## config.mk

```make
export PLATFORM = sky130hd
export DESIGN_NAME = seven_seg_scan
export DESIGN_NICKNAME = d
export VERILOG_FILES = /design/src/rtl/seven_seg_scan.sv
export SDC_FILE = /design/constraint.sdc
export NUM_CORES = 1
export LEC_CHECK = 0
export CORE_UTILIZATION = 34
export DETAILED_ROUTE_END_ITERATION = 10
export SLEW_MARGIN = 40
export SYNTH_ARGS = -nofsm -noshare
export SYNTH_HDL_FRONTEND = slang
export SYNTH_SLANG_ARGS = --single-unit
```

## constraint.sdc

```tcl
create_clock -name clk -period 5.2 [get_ports clk]
set_clock_uncertainty 0.1 [all_clocks]
set_input_delay 1.04 -clock clk [delete_from_list [all_inputs] [get_ports clk]]
set_output_delay 1.04 -clock clk [all_outputs]
set_load 0.1 [all_outputs]
```

## src/rtl/seven_seg_scan.sv

```systemverilog
// seven_seg_scan
// Drives a common-anode 7-segment display by time-multiplexing a packed
// DIGITS-wide hex value. Each anode gets one DIV-cycle slot. The first BLANK
// cycles of every slot have all anodes off so that the previous digit's
// segments cannot ghost onto the next anode. New values wait in a pending
// register and are only taken over at the frame boundary, so a frame never
// mixes digits from two values. Leading zeros can optionally be suppressed.
//
// Ports
//   clk         system clock
//   reset       asynchronous active-low reset
//   in          packed hex digits, digit k = in[4k+3:4k]
//   load        single-cycle strobe that captures in and dp_in
//   dp_in       decimal-point enables, bit k for digit k
//   lz_blank    live leading-zero suppression enable
//   seg         segments {g,f,e,d,c,b,a}, active-low, registered
//   dp          decimal point, active-low, registered
//   an          anode enables, active-low, registered
//   frame_done  one-cycle pulse in the last cycle of a full scan
//   busy        a captured value is waiting for the frame boundary
//
// Slot phase FSM
//   state    | meaning
//   PH_BLANK | slot counter in 0..BLANK-1, all anodes off
//   PH_SHOW  | slot counter in BLANK..DIV-1, anode idx on
module seven_seg_scan #(
  parameter int DIGITS = 4,
  parameter int DIV    = 50000,
  parameter int BLANK  = 500
) (
  input  logic                  clk,
  input  logic                  reset,
  input  logic [DIGITS*4-1:0]   in,
  input  logic                  load,
  input  logic [DIGITS-1:0]     dp_in,
  input  logic                  lz_blank,
  output logic [6:0]            seg,
  output logic                  dp,
  output logic [DIGITS-1:0]     an,
  output logic                  frame_done,
  output logic                  busy
);

  localparam int CW = $clog2(DIV);
  localparam int IW = (DIGITS > 1) ? $clog2(DIGITS) : 1;

  localparam logic [CW-1:0] CNT_LAST  = CW'(DIV - 1);
  localparam logic [CW-1:0] BLANK_END = CW'(BLANK);
  localparam logic [IW-1:0] IDX_LAST  = IW'(DIGITS - 1);

  typedef enum logic {
    PH_BLANK = 1'b0,
    PH_SHOW  = 1'b1
  } phase_t;

  phase_t phase, phase_nx;

  logic [CW-1:0]         cnt, cnt_nx;
  logic [IW-1:0]         idx, idx_nx;
  logic                  slot_end;
  logic                  frame_end;

  logic [DIGITS*4-1:0]   pend;
  logic [DIGITS-1:0]     pend_dp;
  logic                  pend_vld;
  logic [DIGITS*4-1:0]   disp, disp_nx;
  logic [DIGITS-1:0]     disp_dp, disp_dp_nx;

  logic [6:0]            seg_nx;
  logic                  dp_nx;
  logic [DIGITS-1:0]     an_nx;
  logic                  frame_done_nx;

  logic [3:0]            digit_nx;
  logic                  upper_zero;
  logic                  suppress;

  // Active-low {g,f,e,d,c,b,a} patterns for one hex digit.
  function automatic logic [6:0] decode(input logic [3:0] h);
    logic [6:0] s;
    case (h)
      4'h0: s = 7'b1000000;
      4'h1: s = 7'b1111001;
      4'h2: s = 7'b0100100;
      4'h3: s = 7'b0110000;
      4'h4: s = 7'b0011001;
      4'h5: s = 7'b0010010;
      4'h6: s = 7'b0000010;
      4'h7: s = 7'b1111000;
      4'h8: s = 7'b0000000;
      4'h9: s = 7'b0010000;
      4'hA: s = 7'b0001000;
      4'hB: s = 7'b0000011;
      4'hC: s = 7'b1000110;
      4'hD: s = 7'b0100001;
      4'hE: s = 7'b0000110;
      default: s = 7'b0001110;
    endcase
    return s;
  endfunction

  // Slot counter and digit index. frame_end is the last cycle of the last
  // slot, i.e. the cycle in which idx is about to wrap back to 0.
  always_comb begin
    slot_end  = (cnt == CNT_LAST);
    frame_end = slot_end && (idx == IDX_LAST);
    cnt_nx    = slot_end ? '0 : cnt + CW'(1);
    idx_nx    = idx;
    if (slot_end) begin
      idx_nx = (idx == IDX_LAST) ? '0 : idx + IW'(1);
    end
  end

  always_ff @(posedge clk or negedge reset) begin
    if (!reset) begin
      cnt <= '0;
      idx <= '0;
    end else begin
      cnt <= cnt_nx;
      idx <= idx_nx;
    end
  end

  // Display register update. A load in the boundary cycle beats anything
  // already pending because it is the most recent value.
  always_comb begin
    disp_nx    = disp;
    disp_dp_nx = disp_dp;
    if (frame_end) begin
      if (load) begin
        disp_nx    = in;
        disp_dp_nx = dp_in;
      end else if (pend_vld) begin
        disp_nx    = pend;
        disp_dp_nx = pend_dp;
      end
    end
  end

  always_ff @(posedge clk or negedge reset) begin
    if (!reset) begin
      pend     <= '0;
      pend_dp  <= '0;
      pend_vld <= 1'b0;
      disp     <= '0;
      disp_dp  <= '0;
    end else begin
      disp    <= disp_nx;
      disp_dp <= disp_dp_nx;
      if (frame_end) begin
        pend_vld <= 1'b0;
      end else if (load) begin
        pend     <= in;
        pend_dp  <= dp_in;
        pend_vld <= 1'b1;
      end
    end
  end

  assign busy = pend_vld;

  // Phase FSM: state register.
  always_ff @(posedge clk or negedge reset) begin
    if (!reset) begin
      phase <= PH_BLANK;
    end else begin
      phase <= phase_nx;
    end
  end

  // Phase FSM: next state. Evaluated against the counter value being entered
  // so that the registered outputs line up with the counter they describe.
  always_comb begin
    phase_nx = phase;
    case (phase)
      PH_BLANK: if (cnt_nx == BLANK_END) phase_nx = PH_SHOW;
      PH_SHOW:  if (slot_end)            phase_nx = PH_BLANK;
      default:                           phase_nx = PH_BLANK;
    endcase
  end

  // Leading-zero test for the digit about to be shown: blank it when it and
  // every digit above it are zero. Digit 0 is always shown.
  always_comb begin
    digit_nx   = disp_nx[idx_nx*4 +: 4];
    upper_zero = 1'b1;
    for (int j = 0; j < DIGITS; j++) begin
      if ((IW'(j) >= idx_nx) && (disp_nx[j*4 +: 4] != 4'h0)) begin
        upper_zero = 1'b0;
      end
    end
    suppress = lz_blank && (idx_nx != '0) && upper_zero;
  end

  // Phase FSM: outputs. The anode stays driven for a suppressed digit so slot
  // timing is identical either way.
  always_comb begin
    an_nx         = '1;
    seg_nx        = '1;
    dp_nx         = 1'b1;
    frame_done_nx = (cnt_nx == CNT_LAST) && (idx_nx == IDX_LAST);
    if (phase_nx == PH_SHOW) begin
      an_nx[idx_nx] = 1'b0;
      if (!suppress) begin
        seg_nx = decode(digit_nx);
        dp_nx  = ~disp_dp_nx[idx_nx];
      end
    end
  end

  // All display-facing outputs come straight from flops.
  always_ff @(posedge clk or negedge reset) begin
    if (!reset) begin
      an         <= '1;
      seg        <= '1;
      dp         <= 1'b1;
      frame_done <= 1'b0;
    end else begin
      an         <= an_nx;
      seg        <= seg_nx;
      dp         <= dp_nx;
      frame_done <= frame_done_nx;
    end
  end

endmodule

```

==> qor.log, run 1 <==
INFO  route          num_vias=2828
INFO  global_route   grt_use_met1=20.7%
INFO  route          route.detailed.drc=0
INFO  global_route   via_count_of_the_first_global_routing_pass=2828
INFO  synth          synth_flop_cell=sky130_fd_sc_hd__dfrtp_1
INFO  sta            setup_repair_after_global_routing_missed_its_margin=false
INFO  run_status     status=complete, no violations
INFO  sta            hold_viol_final=0
INFO  sta            setup_total_negative_slack=0ns
INFO  clocking       clk_pin_slew=0.08ns
INFO  clocking       clock_sink_count=73
INFO  power          pwr_density_cell=236mW/mm²
INFO  floorplanning  design.die.area=0.0115mm²
INFO  synth          post-synth-top-count-cell=sky130_fd_sc_hd__dfrtp_1
INFO  sta            timing_max_transition_violations_final=0
INFO  global_route   antenna_found_initial=0
INFO  clocking       ctsHoldBuffers=0
INFO  clocking       clock-root-buffer=sky130_fd_sc_hd__clkbuf_8
INFO  synth          synth_top_area_share=40.4%
INFO  floorplanning  floorplan.initialDensity=34.9%
INFO  setup_path     r2r_setup_slack=1.17ns
INFO  setup_path     crit-reg2reg-launch=cnt[0]
INFO  synth          synth_edf_count=0
INFO  synth          post-synth-top-area-cell=sky130_fd_sc_hd__dfrtp_1
INFO  global_route   met3_usage=3.45%
INFO  synth          syn_nets=391
INFO  power          leakage_power_of_the_design=1.75nW
INFO  global_route   grt.busiest_layer=met2
INFO  power          total_power=1.02mW
INFO  clocking       cts_inserted_buffers=9
INFO  synth          synth.yosys.seq_area_share=48.7%
INFO  layout         syn_to_final_growth=14.7%
INFO  global_route   met2_usage=26.7%
INFO  clocking       longest_clk_path_bufs=2
INFO  clocking       htreeDepth=3
INFO  clocking       post_cts_buffers=0
INFO  clocking       post_cts_resize_count=0
INFO  global_route   grt_first_pass_wirelength=14.2mm
INFO  layout         area.sequential=0.00184mm²
INFO  sta            final.min_clock_period=4.03ns
INFO  sta            timing.fmax=0.248GHz
INFO  clocking       tritoncts=yes
INFO  global_route   grtUsageTotal=16.1%
INFO  place          place.gp.congestion=0.886
INFO  sta            final_critical_path_share_of_the_clock_period=77.4%
INFO  sta            relSlewSlack=47.5%
INFO  place          port_buffers=37
INFO  synth          synth_warnings=0
INFO  layout         antenna-diode-count=0
INFO  flow_run       cap_violations=0
INFO  synth          netlist_top_cells_area=sky130_fd_sc_hd__dfrtp_1, sky130_fd_sc_hd__dfstp_2, sky130_fd_sc_hd__mux2_2, sky130_fd_sc_hd__nand3_1, sky130_fd_sc_hd__nand2_1
INFO  layout         final_nets=425
INFO  synth          synth_async_sr_flop_share=100%
INFO  layout         multi_input_comb_area=0.00177mm²
INFO  setup_path     category_of_the_critical_setup_timing_path=register to register
INFO  route          route.final.wire_length=8.63mm
INFO  setup_path     timing.critical_path.to_type=register
INFO  sta            finalSetupViolCount=0
INFO  hold_path      cells_on_worst_hold_path=2
INFO  hold_path      worst_hold_startpoint=pend[13]
INFO  setup_path     crit_fanout=14
INFO  hold_path      timing.hold.worst.class=register to register
INFO  floorplanning  ios=38
INFO  route          viasPerCell=5.25
INFO  synth          syn-cell-area=0.00378mm²
INFO  hold_path      hold-path-endpoint=pend[13]
INFO  sta            tightestPinTransition=0.787ns
INFO  route          average_wire_per_cell_in_the_routed_design=16.0µm
INFO  synth          synth-seq-cells=73
INFO  global_route   grt_max_degree=40
INFO  route          dr.first_iter.drc_count=143
INFO  setup_path     timing.critical_path.from_type=register
INFO  setup_path     timing.reg2reg.worst_path_depth=12
INFO  synth          post_synth_num_cell_types=65
INFO  synth          postSynthCellCount=360
INFO  route          antenna_violating_nets_post_route=0
INFO  synth          synth_area_per_cell=10.5µm²
INFO  clocking       worst_skew_pair_latency=0.35ns
INFO  floorplanning  die_height=107µm
INFO  place          place.detailed.hpwl=6.16mm
INFO  global_route   overflow=0
INFO  floorplanning  die_width=107µm
INFO  layout         final.fill_count=1059
INFO  route          detail_route.first_pass.iterations=4
INFO  floorplanning  core_area=0.0108mm²
INFO  floorplanning  number_of_placement_rows=38
INFO  power          vdd_drop_max=88.0µV
INFO  setup_path     arrival=4.20ns
INFO  setup_path     worst-endpoint-required=5.38ns
INFO  synth          post_synth_most_frequent_cells=sky130_fd_sc_hd__dfrtp_1, sky130_fd_sc_hd__nand2_1, sky130_fd_sc_hd__nand3_1
INFO  layout         drive_gt1_share=21.3%
INFO  setup_path     rr_endpoint=seg[3]
logic make-up after synthesis:
kind of cell | after synthesis | share of synthesized area [%]
multiplexers | 30 | 9.70
AND/OR/NAND/NOR | 147 | 20.4
AO/OA/AOI/OAI | 55 | 11.1
adder cells (fa/ha/maj) | 7 | 2.32
flip-flops | 73 | 48.7
buffers and inverters | 34 | 4.47
XOR/XNOR | 14 | 3.25
state kept, by name, summed over array words and instances (netlist names), 2 cells and up:
register / count
seg: 7
disp: 16
pend_dp: 4
cnt: 16
pend: 16
idx: 2
an: 4
disp_dp: 4
metrics by stage:
step | instances | worst slack, ns | util, % | cell area [µm²] | hold slack (ns)
2_1_floorplan | 360 | 1.65 | - | 3780 | 0.350
3_3_place_gp | 523 | 1.23 | 39.1 | 4240 | 0.370
3_5_place_dp | 523 | 1.19 | 38.5 | 4180 | 0.377
4_1_cts | 539 | 1.20 | 40.0 | 4330 | 0.395
5_1_grt | 539 | 0.872 | 40.0 | 4330 | 0.428
6_report | 539 | 1.17 | 40.0 | 4330 | 0.391
worst max path at each step:
stage	slack, ns	start	endpoint
after floorplan	1.65	load	seg[3]
after global placement	1.23	load	seg[3]
after detailed placement	1.19	load	seg[3]
after CTS	1.20	cnt[0]	seg[3]
after global routing	0.87	cnt[1]	seg[3]
final	1.17	cnt[0]	seg[3]
critical path, cell delays in order (launching register included):
cell and delay (ns):
sky130_fd_sc_hd__dfrtp_1 0.41, sky130_fd_sc_hd__ha_1 0.26, sky130_fd_sc_hd__and3_2 0.24, sky130_fd_sc_hd__and4_1 0.62
sky130_fd_sc_hd__mux2i_2 0.50, sky130_fd_sc_hd__nor2_1 0.16, sky130_fd_sc_hd__a22o_1 0.20, sky130_fd_sc_hd__a211oi_1 0.53
sky130_fd_sc_hd__inv_1 0.15, sky130_fd_sc_hd__ha_1 0.28, sky130_fd_sc_hd__mux2_1 0.30, sky130_fd_sc_hd__mux2i_1 0.13
sky130_fd_sc_hd__nand2_1 0.07
layer usage:
layer | wire, µm | vias to the layer above | share of wire (%)
met4 | 156 | 0 | 1.8
met3 | 338 | 14 | 3.9
met1 | 4110 | 1377 | 48
li1 | - | 1374 | -
met5 | 0 | - | 0
met2 | 4020 | 63 | 47
layout make-up:
| class | instances | area share (%) |
|---|---|---|
| clock inverter | 5 | 0.577 |
| inverter | 16 | 1.39 |
| clock buffer | 11 | 3.03 |
| tap | 140 | 4.04 |
| sequential | 73 | 42.5 |
| timing repair buffer | 41 | 7.56 |
| multi-input combinational | 253 | 40.9 |
placed cells by master, fill, tap and decap left out, types with 6 or more instances in the layout:
cell type                         netlist  final
sky130_fd_sc_hd__mux2_2                19     19
sky130_fd_sc_hd__nor4_1                 7      7
sky130_fd_sc_hd__clkdlybuf4s50_1        0     22
sky130_fd_sc_hd__buf_2                  3     14
sky130_fd_sc_hd__mux2i_1                6      6
sky130_fd_sc_hd__dfstp_2               12     12
sky130_fd_sc_hd__a32oi_1               14     14
sky130_fd_sc_hd__nand3_1               36     36
sky130_fd_sc_hd__xor2_1                 6      6
sky130_fd_sc_hd__dfrtp_1               61     61
sky130_fd_sc_hd__o21ai_0                6      6
sky130_fd_sc_hd__clkbuf_8               0      9
sky130_fd_sc_hd__nor2_1                32     32
sky130_fd_sc_hd__nand2_1               36     35
sky130_fd_sc_hd__inv_1                 14     14
sky130_fd_sc_hd__xnor2_1                8      8
sky130_fd_sc_hd__nor3_1                 6      6
sky130_fd_sc_hd__ha_1                   7      7
where the power goes:
group	switching [mW]	internal (mW)
registers	0.00893	0.584
logic	0.0302	0.0314
clock network	0.201	0.169
total	0.240	0.785
(Power assumes the default switching activity.)
==> run 2: changes to the inputs <==
==> constraint.sdc (replaced) <==
create_clock -name clk -period 4.1 [get_ports clk]
set_clock_uncertainty 0.1 [all_clocks]
set_input_delay 0.82 -clock clk [delete_from_list [all_inputs] [get_ports clk]]
set_output_delay 0.82 -clock clk [all_outputs]
set_load 0.1 [all_outputs]
==> run 2 against run 1 <==
  * The flow now finishes with violations (DRC)
  * Clock power is 32% higher
  * Largest cell class unchanged
  * Register-to-register slack worse by 0.73 ns
  * Final cell count is 0.93% higher
==> qor.log, run 2 (synthesis gave the netlist of run 1 again) <==
INFO  setup_path     crit_fanout=14 [unchanged]
INFO  layout         area.sequential=0.00184mm² [unchanged]
INFO  layout         layout.cells.most_common_list=sky130_fd_sc_hd__dfrtp_1, sky130_fd_sc_hd__nand3_1, sky130_fd_sc_hd__nand2_1
INFO  layout         final_nets=430 [+1.2%]
INFO  setup_path     critical_path_cell_sequence=ha_1 -> and3_2 -> and4_1 -> mux2i_2 -> nor2_1 -> a22o_1 -> a211oi_1 -> inv_1 -> ha_1 -> mux2_1 -> mux2i_1 -> nand2_1
INFO  route          antenna_violating_nets_post_route=0 [unchanged]
INFO  floorplanning  floorplan.initialDensity=34.9% [unchanged]
INFO  route          route.final.wire_length=8.91mm [+3.3%]
INFO  route          dr.first_iter.drc_count=185 [+29%]
INFO  floorplanning  die_height=107µm [unchanged]
INFO  sta            timing.final.ws_setup=0.439ns [-0.735 ns]
INFO  sta            final.min_clock_period=3.66ns [-0.365 ns]
INFO  route          route.detailed.drc=1 [+1]
INFO  global_route   grtUsageTotal=16.6% [+0.57 points]
INFO  layout         multi_input_comb_area=0.00177mm² [-0.14%]
INFO  flow_run       cap_violations=0 [unchanged]
INFO  route          num_vias=2920 [+3.3%]
INFO  layout         layout_commonest_cell=sky130_fd_sc_hd__dfrtp_1
INFO  floorplanning  design.die.area=0.0115mm² [unchanged]
INFO  layout         stdcell_area=0.00438mm² [+0.95%]
INFO  layout         fin_util=40.4% [+0.38 points]
INFO  setup_path     critical_path.slowest_cell=sky130_fd_sc_hd__and4_1
INFO  place          place.detailed.hpwl=6.47mm [+5.0%]
INFO  setup_path     cp_slowest_stage_delay=0.60ns [-0.02 ns]
INFO  clocking       ctsHoldBuffers=0 [unchanged]
INFO  power          pwr_density_cell=302mW/mm² [+28%]
INFO  route          detail_route.first_pass.iterations=7 [+3]
INFO  place          port_buffers=37 [unchanged]
INFO  floorplanning  core_area=0.0108mm² [unchanged]
INFO  clocking       clock-root-buffer=sky130_fd_sc_hd__clkbuf_8
INFO  place          place.gp.congestion=0.879 [-0.79%]
INFO  clocking       worst_skew_pair_latency=0.34ns [about the same]
INFO  setup_path     timing.critical_path.to_type=register
INFO  floorplanning  number_of_placement_rows=38 [unchanged]
INFO  setup_path     cell_with_the_most_instances_on_the_worst_path=sky130_fd_sc_hd__ha_1
INFO  layout         drive_gt1_share=22.0% [+0.73 points]
INFO  clocking       cts_inserted_buffers=9 [unchanged]
INFO  setup_path     category_of_the_critical_setup_timing_path=register to register
INFO  run_status     violations_in_the_final_reports=DRC
INFO  setup_path     arrival=3.84ns [-0.36 ns]
INFO  setup_path     worst-endpoint-required=4.28ns [-1.10 ns]
INFO  global_route   overflow=0 [unchanged]
INFO  place          pre_cts_ws=0.453ns [-0.736 ns]
INFO  sta            setup_total_negative_slack=0ns [unchanged]
INFO  sta            timing_max_transition_violations_final=0 [unchanged]
INFO  sta            finalSetupViolCount=0 [unchanged]
INFO  power          vdd_drop_max=120µV [+37%]
INFO  global_route   grt_first_pass_wirelength=14.9mm [+4.8%]
INFO  clocking       tritoncts=yes
INFO  sta            hold_viol_final=0 [unchanged]
INFO  global_route   grt_max_degree=38 [-5.0%]
INFO  sta            fin_hold_ws=0.291ns [-0.100 ns]
INFO  sta            relSlewSlack=51.2% [+3.7 points]
INFO  sta            setup_repair_after_global_routing_missed_its_margin=false
INFO  power          leakage_power_of_the_design=1.77nW [+1.4%]
INFO  sta            final_critical_path_share_of_the_clock_period=89.3% [+12 points]
INFO  layout         syn_to_final_growth=15.8%
INFO  clocking       htreeDepth=3 [unchanged]
INFO  floorplanning  die_width=107µm [unchanged]
INFO  hold_path      timing.hold.worst.class=input port to async pin
INFO  floorplanning  ios=38 [unchanged]
INFO  clocking       clk_pin_slew=0.08ns [about the same]
INFO  layout         biggestRegsByFlops=cnt: 16 flops, disp: 16 flops, pend: 16 flops
INFO  global_route   via_count_of_the_first_global_routing_pass=2982 [+5.4%]
INFO  clocking       clock_sink_count=73 [unchanged]
INFO  sta            timing.fmax=0.273GHz [+10%]
INFO  run_status     status=finished, violations left
INFO  route          viasPerCell=5.37 [+2.3%]
INFO  global_route   antenna_found_initial=0 [unchanged]
INFO  clocking       post_cts_resize_count=0 [unchanged]
INFO  layout         antenna-diode-count=0 [unchanged]
INFO  clocking       longest_clk_path_bufs=2 [unchanged]
INFO  sta            tightestPinTransition=0.725ns [-0.0628 ns]
INFO  layout         final.fill_count=1049 [-0.94%]
INFO  route          average_wire_per_cell_in_the_routed_design=16.4µm [+2.3%]
INFO  setup_path     timing.critical_path.from_type=register
INFO  clocking       post_cts_buffers=0 [unchanged]
INFO  place          placed_cell_area=0.00421mm² [+0.84%]
## run 2: stage by stage
step           std cells  power, mW
2_1_floorplan        360      0.793
3_3_place_gp         528      0.845
3_5_place_dp         528      0.847
4_1_cts              544       1.34
5_1_grt              544       1.38
6_report             544       1.32
## run 2: layout make-up
class                      instances  area share [%]
clock buffer                      12            3.32
clock inverter                     4           0.458
inverter                          16            1.37
multi-input combinational        253            40.5
sequential                        73            42.1
tap                              140            4.00
timing repair buffer              46            8.29
## run 2: worst paths after layout
kind / to / slack (ns) / cells past startpoint / startpoint
max in group asynchronous: an[0] / 2.77 / 2 / reset
worst min register to register: cnt[0] / 0.41 / 1 / cnt[0]
worst min-delay path: disp[2] / 0.29 / 1 / reset
worst max register to register: seg[3] / 0.44 / 12 / cnt[0]
worst max-delay path: seg[3] / 0.44 / 12 / cnt[0]
min in group clk: cnt[0] / 0.41 / 1 / cnt[0]
## run 2: critical path, delay by kind of cell, from the launching register on
family          cells  cell delay [ns]
simple gates        4             1.05
mux                 3             0.95
fa+ha+maj           2             0.50
compound gates      2             0.47
flops               1             0.40
buf+inv             1             0.11
## run 2: metal layers
layer,wire [µm],global-route usage (%)
met5,0,0
met2,4320,27.2
met4,169,6.65
met1,4160,22.3
met3,261,2.24
## run 2: where the power goes
part	switching, mW	total (mW)	internal (mW)
sequential	0.0112	0.752	0.741
clock	0.257	0.489	0.233
combinational	0.0388	0.0801	0.0413
